==> src/rtl/rover_location_to_cartesian.sv <==
// Converts a polar rover fix {angle code, distance} into screen pixel
// coordinates. A rising edge on location_done starts a conversion: a sin/cos
// ROM lookup, a 9-cycle parallel shift-add multiply, then scale and origin
// offset. Results appear with a one-cycle result_valid pulse and hold between
// conversions.
module rover_location_to_cartesian #(
  parameter int ORIGIN_X    = 512,
  parameter int ORIGIN_Y    = 700,
  parameter int SCALE_SHIFT = 1
) (
  input  logic        clock,
  input  logic        reset,
  input  logic        location_done,
  input  logic [11:0] rover_location,
  output logic        busy,
  output logic        result_valid,
  output logic [10:0] x_pixel,
  output logic [9:0]  y_pixel,
  output logic        angle_error,
  output logic        no_target
);

  typedef enum logic [2:0] {
    IDLE,
    LOOKUP,
    MULTIPLY,
    OFFSET,
    DONE
  } state_t;

  state_t      state;
  logic        done_hist;
  logic [3:0]  angle_q;
  logic [7:0]  dist_q;
  logic [8:0]  cos_coef;
  logic [8:0]  sin_coef;
  logic        cos_neg;
  logic [16:0] acc_cos;
  logic [16:0] acc_sin;
  logic [3:0]  bit_idx;

  logic [8:0]  rom_cos;
  logic [8:0]  rom_sin;
  logic [16:0] dist_shift;
  logic [10:0] px;
  logic [9:0]  py;
  logic [10:0] x_next;
  logic [9:0]  y_next;

  // Q1.8 magnitudes of cos/sin for k*15 degrees; sign of cos handled separately.
  always_comb begin
    // NOTE: every combinational output gets a default first so no path leaves
    // it unassigned, which would otherwise infer a latch.
    rom_cos = 9'd0;
    rom_sin = 9'd0;
    case (angle_q)
      4'd0:  begin rom_cos = 9'd256; rom_sin = 9'd0;   end
      4'd1:  begin rom_cos = 9'd247; rom_sin = 9'd66;  end
      4'd2:  begin rom_cos = 9'd222; rom_sin = 9'd128; end
      4'd3:  begin rom_cos = 9'd181; rom_sin = 9'd181; end
      4'd4:  begin rom_cos = 9'd128; rom_sin = 9'd222; end
      4'd5:  begin rom_cos = 9'd66;  rom_sin = 9'd247; end
      4'd6:  begin rom_cos = 9'd0;   rom_sin = 9'd256; end
      4'd7:  begin rom_cos = 9'd66;  rom_sin = 9'd247; end
      4'd8:  begin rom_cos = 9'd128; rom_sin = 9'd222; end
      4'd9:  begin rom_cos = 9'd181; rom_sin = 9'd181; end
      4'd10: begin rom_cos = 9'd222; rom_sin = 9'd128; end
      4'd11: begin rom_cos = 9'd247; rom_sin = 9'd66;  end
      default: ;
    endcase
  end

  // Shifted partial product and the scaled, origin-relative coordinates.
  always_comb begin
    dist_shift = 17'(dist_q) << bit_idx;
    px         = 11'(acc_cos[16:8]) << SCALE_SHIFT;
    py         = 10'(acc_sin[16:8]) << SCALE_SHIFT;
    x_next     = cos_neg ? (11'(ORIGIN_X) - px) : (11'(ORIGIN_X) + px);
    y_next     = 10'(ORIGIN_Y) - py;
  end

  // Conversion FSM with registered outputs; edge history tracks every cycle.
  always_ff @(posedge clock) begin
    // NOTE: sequential state uses non-blocking assignments so all registers
    // update together from values sampled before the edge.
    if (reset) begin
      state        <= IDLE;
      done_hist    <= 1'b1;
      angle_q      <= 4'd0;
      dist_q       <= 8'd0;
      cos_coef     <= 9'd0;
      sin_coef     <= 9'd0;
      cos_neg      <= 1'b0;
      acc_cos      <= 17'd0;
      acc_sin      <= 17'd0;
      bit_idx      <= 4'd0;
      busy         <= 1'b0;
      result_valid <= 1'b0;
      x_pixel      <= 11'(ORIGIN_X);
      y_pixel      <= 10'(ORIGIN_Y);
      angle_error  <= 1'b0;
      no_target    <= 1'b0;
    end else begin
      done_hist    <= location_done;
      result_valid <= 1'b0;
      case (state)
        IDLE: begin
          if (location_done && !done_hist) begin
            angle_q <= rover_location[11:8];
            dist_q  <= rover_location[7:0];
            busy    <= 1'b1;
            state   <= LOOKUP;
          end
        end
        LOOKUP: begin
          if (angle_q >= 4'd12) begin
            angle_error  <= 1'b1;
            result_valid <= 1'b1;
            state        <= DONE;
          end else begin
            angle_error <= 1'b0;
            cos_coef    <= rom_cos;
            sin_coef    <= rom_sin;
            cos_neg     <= (angle_q >= 4'd7);
            acc_cos     <= 17'd0;
            acc_sin     <= 17'd0;
            bit_idx     <= 4'd0;
            state       <= MULTIPLY;
          end
        end
        MULTIPLY: begin
          if (cos_coef[bit_idx]) acc_cos <= acc_cos + dist_shift;
          if (sin_coef[bit_idx]) acc_sin <= acc_sin + dist_shift;
          if (bit_idx == 4'd8) state <= OFFSET;
          else                 bit_idx <= bit_idx + 4'd1;
        end
        OFFSET: begin
          x_pixel      <= x_next;
          y_pixel      <= y_next;
          no_target    <= (dist_q == 8'd0);
          result_valid <= 1'b1;
          state        <= DONE;
        end
        DONE: begin
          busy  <= 1'b0;
          state <= IDLE;
        end
        default: begin
          busy  <= 1'b0;
          state <= IDLE;
        end
      endcase
    end
  end

endmodule

==> config.mk <==
export PLATFORM = sky130hd
export DESIGN_NAME = rover_location_to_cartesian
export DESIGN_NICKNAME = d
export VERILOG_FILES = /design/src/rtl/rover_location_to_cartesian.sv
export SDC_FILE = /design/constraint.sdc
export NUM_CORES = 1
export LEC_CHECK = 0
export ABC_AREA = 1
export CORE_MARGIN = 8
export CORE_UTILIZATION = 40
export CTS_CLUSTER_SIZE = 10
export DETAILED_ROUTE_END_ITERATION = 6
export MAX_ROUTING_LAYER = met4
export SKIP_LAST_GASP = 1
export SYNTH_ARGS = -nofsm -noshare
export SYNTH_HDL_FRONTEND = slang
export SYNTH_SLANG_ARGS = --single-unit
==> constraint.sdc <==
create_clock -name clock -period 2.6 [get_ports clock]
set_input_delay 0.65 -clock clock [delete_from_list [all_inputs] [get_ports clock]]
set_output_delay 0.65 -clock clock [all_outputs]
set_load 0.02 [all_outputs]
Word level (Yosys, flattened, before mapping):

Index checks and enable logic that the tools add are counted.

* bits in registers: 98
* input bits: 15
* output and inout port bits: 25
* word-level logic and storage cells: 91

* $add $sub $neg: 6
* $lt $le $gt $ge: 3
* equal/unequal tests: 21
* shift-type cells: 1
* multiplexer cells: 23
* bitwise gates (word level): 2
* reductions and logical operators: 19

Operators by type and width (count)
* 9-bit one-hot mux with 6 select lines: 2
* 17-bit one-hot mux with 2 select lines: 2
* 17-bit 2-to-1 mux: 3
* 17-bit adder: 2
* 4-bit == test (second input constant): 5
* 8-bit by 4-bit << shifter with 17-bit output: 1
* 4-bit by 3-bit == test with 1-bit output (second input constant): 4
* 2-bit inequality test (second input constant): 6
* 3-bit one-hot mux with 4 select lines: 1
* 10-bit by 10-bit adder with 11-bit output (first input constant): 1
* 11-bit 2-to-1 mux: 1
* 10-bit by 10-bit subtractor with 11-bit output (first input constant): 1
* 2-bit OR reduction: 5
* 10-bit subtractor (first input constant): 1
* 3-bit 2-to-1 mux: 3
* 3-bit AND reduction: 3
* 1-bit binary-select mux with 4-bit select: 2
* 4-bit by 2-bit == test with 1-bit output (second input constant): 2
* 8-bit logical NOT: 1
* 4-bit 2-to-1 mux: 2
* 4-bit one-hot mux with 2 select lines: 1
* 2-bit AND reduction: 4
* 3-bit by 2-bit == test with 1-bit output (second input constant): 2
* 4-bit by 5-bit < comparator with 1-bit output (second input constant): 1
* other kinds (14): 19

Logic depth before layout (Yosys ltp):

* word-level depth: 4
* gate-level depth with buffers: 21
* gate-level depth less buffers: 21

Worst setup path before layout:

No wires, ideal clock.

* kind: reg2reg
* from: reg bit_idx[0]
* to: reg acc_cos[16]
* library setup time: 0.134 ns
* arrival: 2.286 ns
* required time: 2.466 ns
* path slack: 0.180 ns
* stages on the path, launching flop included: 17
* path buffers: 1
* period minus slack after synthesis: 2.420 ns
* cells stage by stage: dfxtp_1 > buf_6 > nand2_1 > o21ai_0 > inv_1 > a21oi_1 > nand2_1 > a32o_1 > ha_1 > a21oi_1 > nor2_1 > nor2_1 > nor2_1 > a211oi_1 > nand3_1 > nand3_1 > a21oi_1

* word-level cells in the longest chain between the ends: 4
* elaborated cells on any way between the ends: 8
* classes of those cells: add/sub: 1; eq/ne: 1; shift: 1; mux: 4; reduce/logical: 1

RTL lines
* from (decl): RTL line 40 `logic [3:0] bit_idx;`
* from (signal assigned): RTL line 135 `else bit_idx <= bit_idx + 4'd1;`
* 8-bit by 4-bit << shifter with 17-bit output / 1-bit binary-select mux with 4-bit select (equally long branches): RTL line 75, 132
* 17-bit adder / 1-bit 2-to-1 mux (equally long branches): RTL line 132 `if (cos_coef[bit_idx]) acc_cos <= acc_cos + dist_shift;`
* 17-bit 2-to-1 mux / 2-bit inequality test (equally long branches)
* 17-bit one-hot mux with 2 select lines / 3-bit AND reduction (equally long branches)
* to (signal assigned): RTL line 132
* to (decl): RTL line 38 `logic [16:0] acc_cos;`

Several ways; a longest one is shown, not always the timed one. The select of a mux whose other input is x is not followed.
A chain may end at the register's enable or synchronous reset.

Final worst setup path:

Ends and elaborated chain as after synthesis.

==> impl_metrics.yaml <==
synth:
  ys_async_sr_fraction_pct: 0
  netlist_top_cells_area: "dfxtp_1, nand2_1, a21oi_1, nand3_1, inv_1"
  yosysWarnings: 0
  synth-main-ff-cell: "dfxtp_1"
  ys_seq_area_share_pct: 28.71
  ys_types: 47
  synth_edf_count: 0
  yosys.area.top_type: "dfxtp_1"
  avgSynthCellArea_um2: 6.550
  synth_top_cell_area_share_pct: 28.71
  synthCells: 958
  yosys_register_bits: 90
  syn-cell-area_um2: 6275
timing:
  relSlewSlack_pct: 53.85
  final-max-slew-violation-count: 0
  fmaxAchievable_mhz: 406.7
  final.min_clock_period_ns: 2.459
  min_period_over_period_pct: 94.58
  setup_viol: 0
  fin_skew_ns: 0.01087
  tightest_slew_ns: 0.6860
  hold_viol_final: 0
  finalSetupTns_ns: 0
  fin_ws_ns: 0.1410
  rsz0062_at_grt: "true"
drt:
  wl_um: 18390
  drtPass1Iterations: 6
  drt_iter0_drc: 458
  vias: 6426
  drc: 0
  routed_via_density: 5.040
  drtAntennaViolNets: 0
  routedWlPerCell_um: 14.42
floorplanning:
  die_h_um: 141.2
  die_area_um2: 19950
  die_x_um: 141.2
  rows: 45
  initial_core_util_pct: 41.12
  boundaryPins: 40
  core_um2: 15260
setup_path:
  crit_top_cell: "nand2_1"
  crit_arrival_ns: 2.74
  crit_path_end_kind: "register"
  cp_slowest_cell: "dfxtp_4"
  worst_setup_path_start_kind: "register"
  worstSetupPathType: "reg -> reg"
  cp.required_ns: 2.88
  crit_chain: "buf_6, nand2_2, nand3_2, and2_4, o21ai_2, o22ai_1, buf_4, ha_1, inv_2, o21ai_0, a211oi_2, nand2_1, nand2_1, nand3_1, a21oi_1"
  path_max_fanout: 7
  slowest_delay_ns: 0.37
flow_run:
  maxCapViolCount: 0
clock_network:
  cts.sinks: 90
  cts_root_buf: "clkbuf_16"
  clkLatencyLatePin_ns: 0.35
  cts_tree: "built"
  hold_buffers: 0
  cts_buffers: 9
  clockBufferDepth: 2
  htreeDepth: 3
  clk_pin_slew_ns: 0.07
cells_and_area:
  drive_gt1_share_pct: 21.71
  num-nets-final: 1100
  syn2layout_area_growth_pct: 26.60
  diodes: 0
  fill_cells: 1548
placed_design:
  port_buffers: 37
  dp_hpwl_um: 13920
  gp_congestion: 0.9033
  pre_cts_slack_ns: -0.1404
outcome:
  outcome: "complete, no violations"
global_routing:
  grt.overflow.total: 0
  grt_max_degree: 54
  antenna_found_initial: 0
  grt_pass1_wl_um: 30130
  grt_use_total_pct: 19.31
  grt_pass1_vias: 5901
min_path:
  hp-class: "reg -> reg"
power:
  p_per_area_nw_per_um2: 702.3
  peakVddDrop_mv: 0.3427
  leakagePower_nw: 3.605
[logic make-up (layout without fill, tap and decap cells)]
logic type               after synthesis  in the layout  synth area share [%]
adder cells (fa/ha/maj)               26             26                 5.184
buffers and inverters                163            268                 11.01
flip-flops                            90             90                 28.71
AND/OR/NAND/NOR                      476            476                 36.87
XOR/XNOR                              10             10                 1.396
AO/OA/AOI/OAI                        192            192                 16.77
other                                  1              2               0.05976
[report_power, final]
part / switching (W) / internal (W)
Sequential: 0.000151 / 0.00154
Clock: 0.000618 / 0.000686
Combinational: 0.00161 / 0.000976
Total: 0.00238 / 0.00320
[placed cells by master (no fill, tap or decap), types with 3 or more instances in the layout]
cell type        synthesis  layout
clkinv_4                 0       3
nor3_2                   1       5
inv_4                    2       3
a21o_1                   3       3
nor2_2                   4       9
clkbuf_16                0       9
nand3_4                  3       3
nand2_1                224     216
a211oi_1                 7       5
o21ai_0                 53      49
nor4_1                   3       3
a31oi_1                  4       4
nor2_4                   5       6
o21ai_2                  1       3
nor2_1                  66      60
ha_4                     0      11
a21oi_2                  1      11
nand2_2                 22      28
nor3_1                  11       6
clkdlybuf4s50_1          0      36
o31ai_1                  4       4
xor2_1                   8       8
buf_4                    6      81
nand2_4                  7       9
o22ai_1                  7       7
o221ai_1                 4       3
dfxtp_1                 90      87
inv_2                   13      14
a21oi_1                 99      89
nand4_1                 15      15
ha_1                    26      15
o21ai_1                  3       5
nand3_1                 90      87
inv_1                  117     115
nand3_2                 13      16
nand3b_1                 5       5
[stage by stage]
stage / hold slack, ns / instance area [um^2] / utilization, % / total power, W / cells
2_1_floorplan: 0.4411 / 6279 / - / 0.003296 / 959
3_3_place_gp: 0.4371 / 7326 / 48.01 / 0.004120 / 1257
3_5_place_dp: 0.4429 / 7326 / 48.01 / 0.004130 / 1257
4_1_cts: 0.4546 / 7627 / 49.99 / 0.005458 / 1273
5_1_grt: 0.4811 / 7944 / 52.06 / 0.005974 / 1275
6_report: 0.4512 / 7944 / 52.06 / 0.005579 / 1275
[flip-flops by register name, indices dropped and copies added, names as in the netlist]
name	cells
y_pixel	9
acc_sin	17
bit_idx	4
no_target	1
angle_q	4
cos_neg	1
state	3
dist_q	8
cos_coef	6
result_valid	1
sin_coef	6
busy	1
x_pixel	10
angle_error	1
done_hist	1
acc_cos	17
[final cells by class]
type | instances | area, um^2 | area share (%)
clock buffers | 10 | 239.0 | 3.008
clock inverters | 6 | 48.80 | 0.6143
inverters | 132 | 503.0 | 6.332
multi-input cells | 706 | 4085 | 51.43
flip-flops and latches | 90 | 1808 | 22.76
well taps | 211 | 264.0 | 3.323
repair buffers | 120 | 996.0 | 12.54
[synthesized netlist by cell type, types with 6 or more instances]
| library cell | n |
|---|---|
| nand2_1 | 224 |
| inv_2 | 13 |
| inv_1 | 117 |
| nand3_1 | 90 |
| xor2_1 | 8 |
| buf_4 | 6 |
| buf_6 | 6 |
| o22ai_1 | 7 |
| o21ai_0 | 53 |
| nand4_1 | 15 |
| a21oi_1 | 99 |
| nand2_2 | 22 |
| nor2_1 | 66 |
| ha_1 | 26 |
| dfxtp_1 | 90 |
| nand2_4 | 7 |
| clkbuf_1 | 14 |
| a211oi_1 | 7 |
| nor3_1 | 11 |
| nand3_2 | 13 |
[final timing paths]
path               startpoint           to  slack [ns]  cells past startpoint
setup / recovery   bit_idx[0]  acc_cos[16]        0.14                     15
hold / removal    angle_error  angle_error        0.45                      2
setup reg to reg   bit_idx[0]  acc_cos[16]        0.14                     15
hold reg to reg   angle_error  angle_error        0.45                      2
[critical path: cells and delay by family, from the launching register on]
family | cells | cell delay, ns
adders and majority gates | 1 | 0.31
and+or+nand+nor | 6 | 0.49
AOI/OAI and AO/OA | 5 | 0.78
buffers and inverters | 3 | 0.41
DFF | 1 | 0.37
[layer usage]
layer	up-vias	track usage, %	routed length [um]
met3	29	3.680	1030
li1	3379	-	-
met2	140	29.71	8073
met4	0	6.618	377
met5	-	-	0
met1	2878	24.90	8909
[what timing repair did]
item,in CTS,in global routing
setup buffers,0,2
gates cloned,0,0
endpoints found under the setup margin,20,20
endpoints found under the hold margin,0,0
gates resized for setup,4,64
pin swaps,0,12
Note: power is estimated with default switching activity, not from simulation.
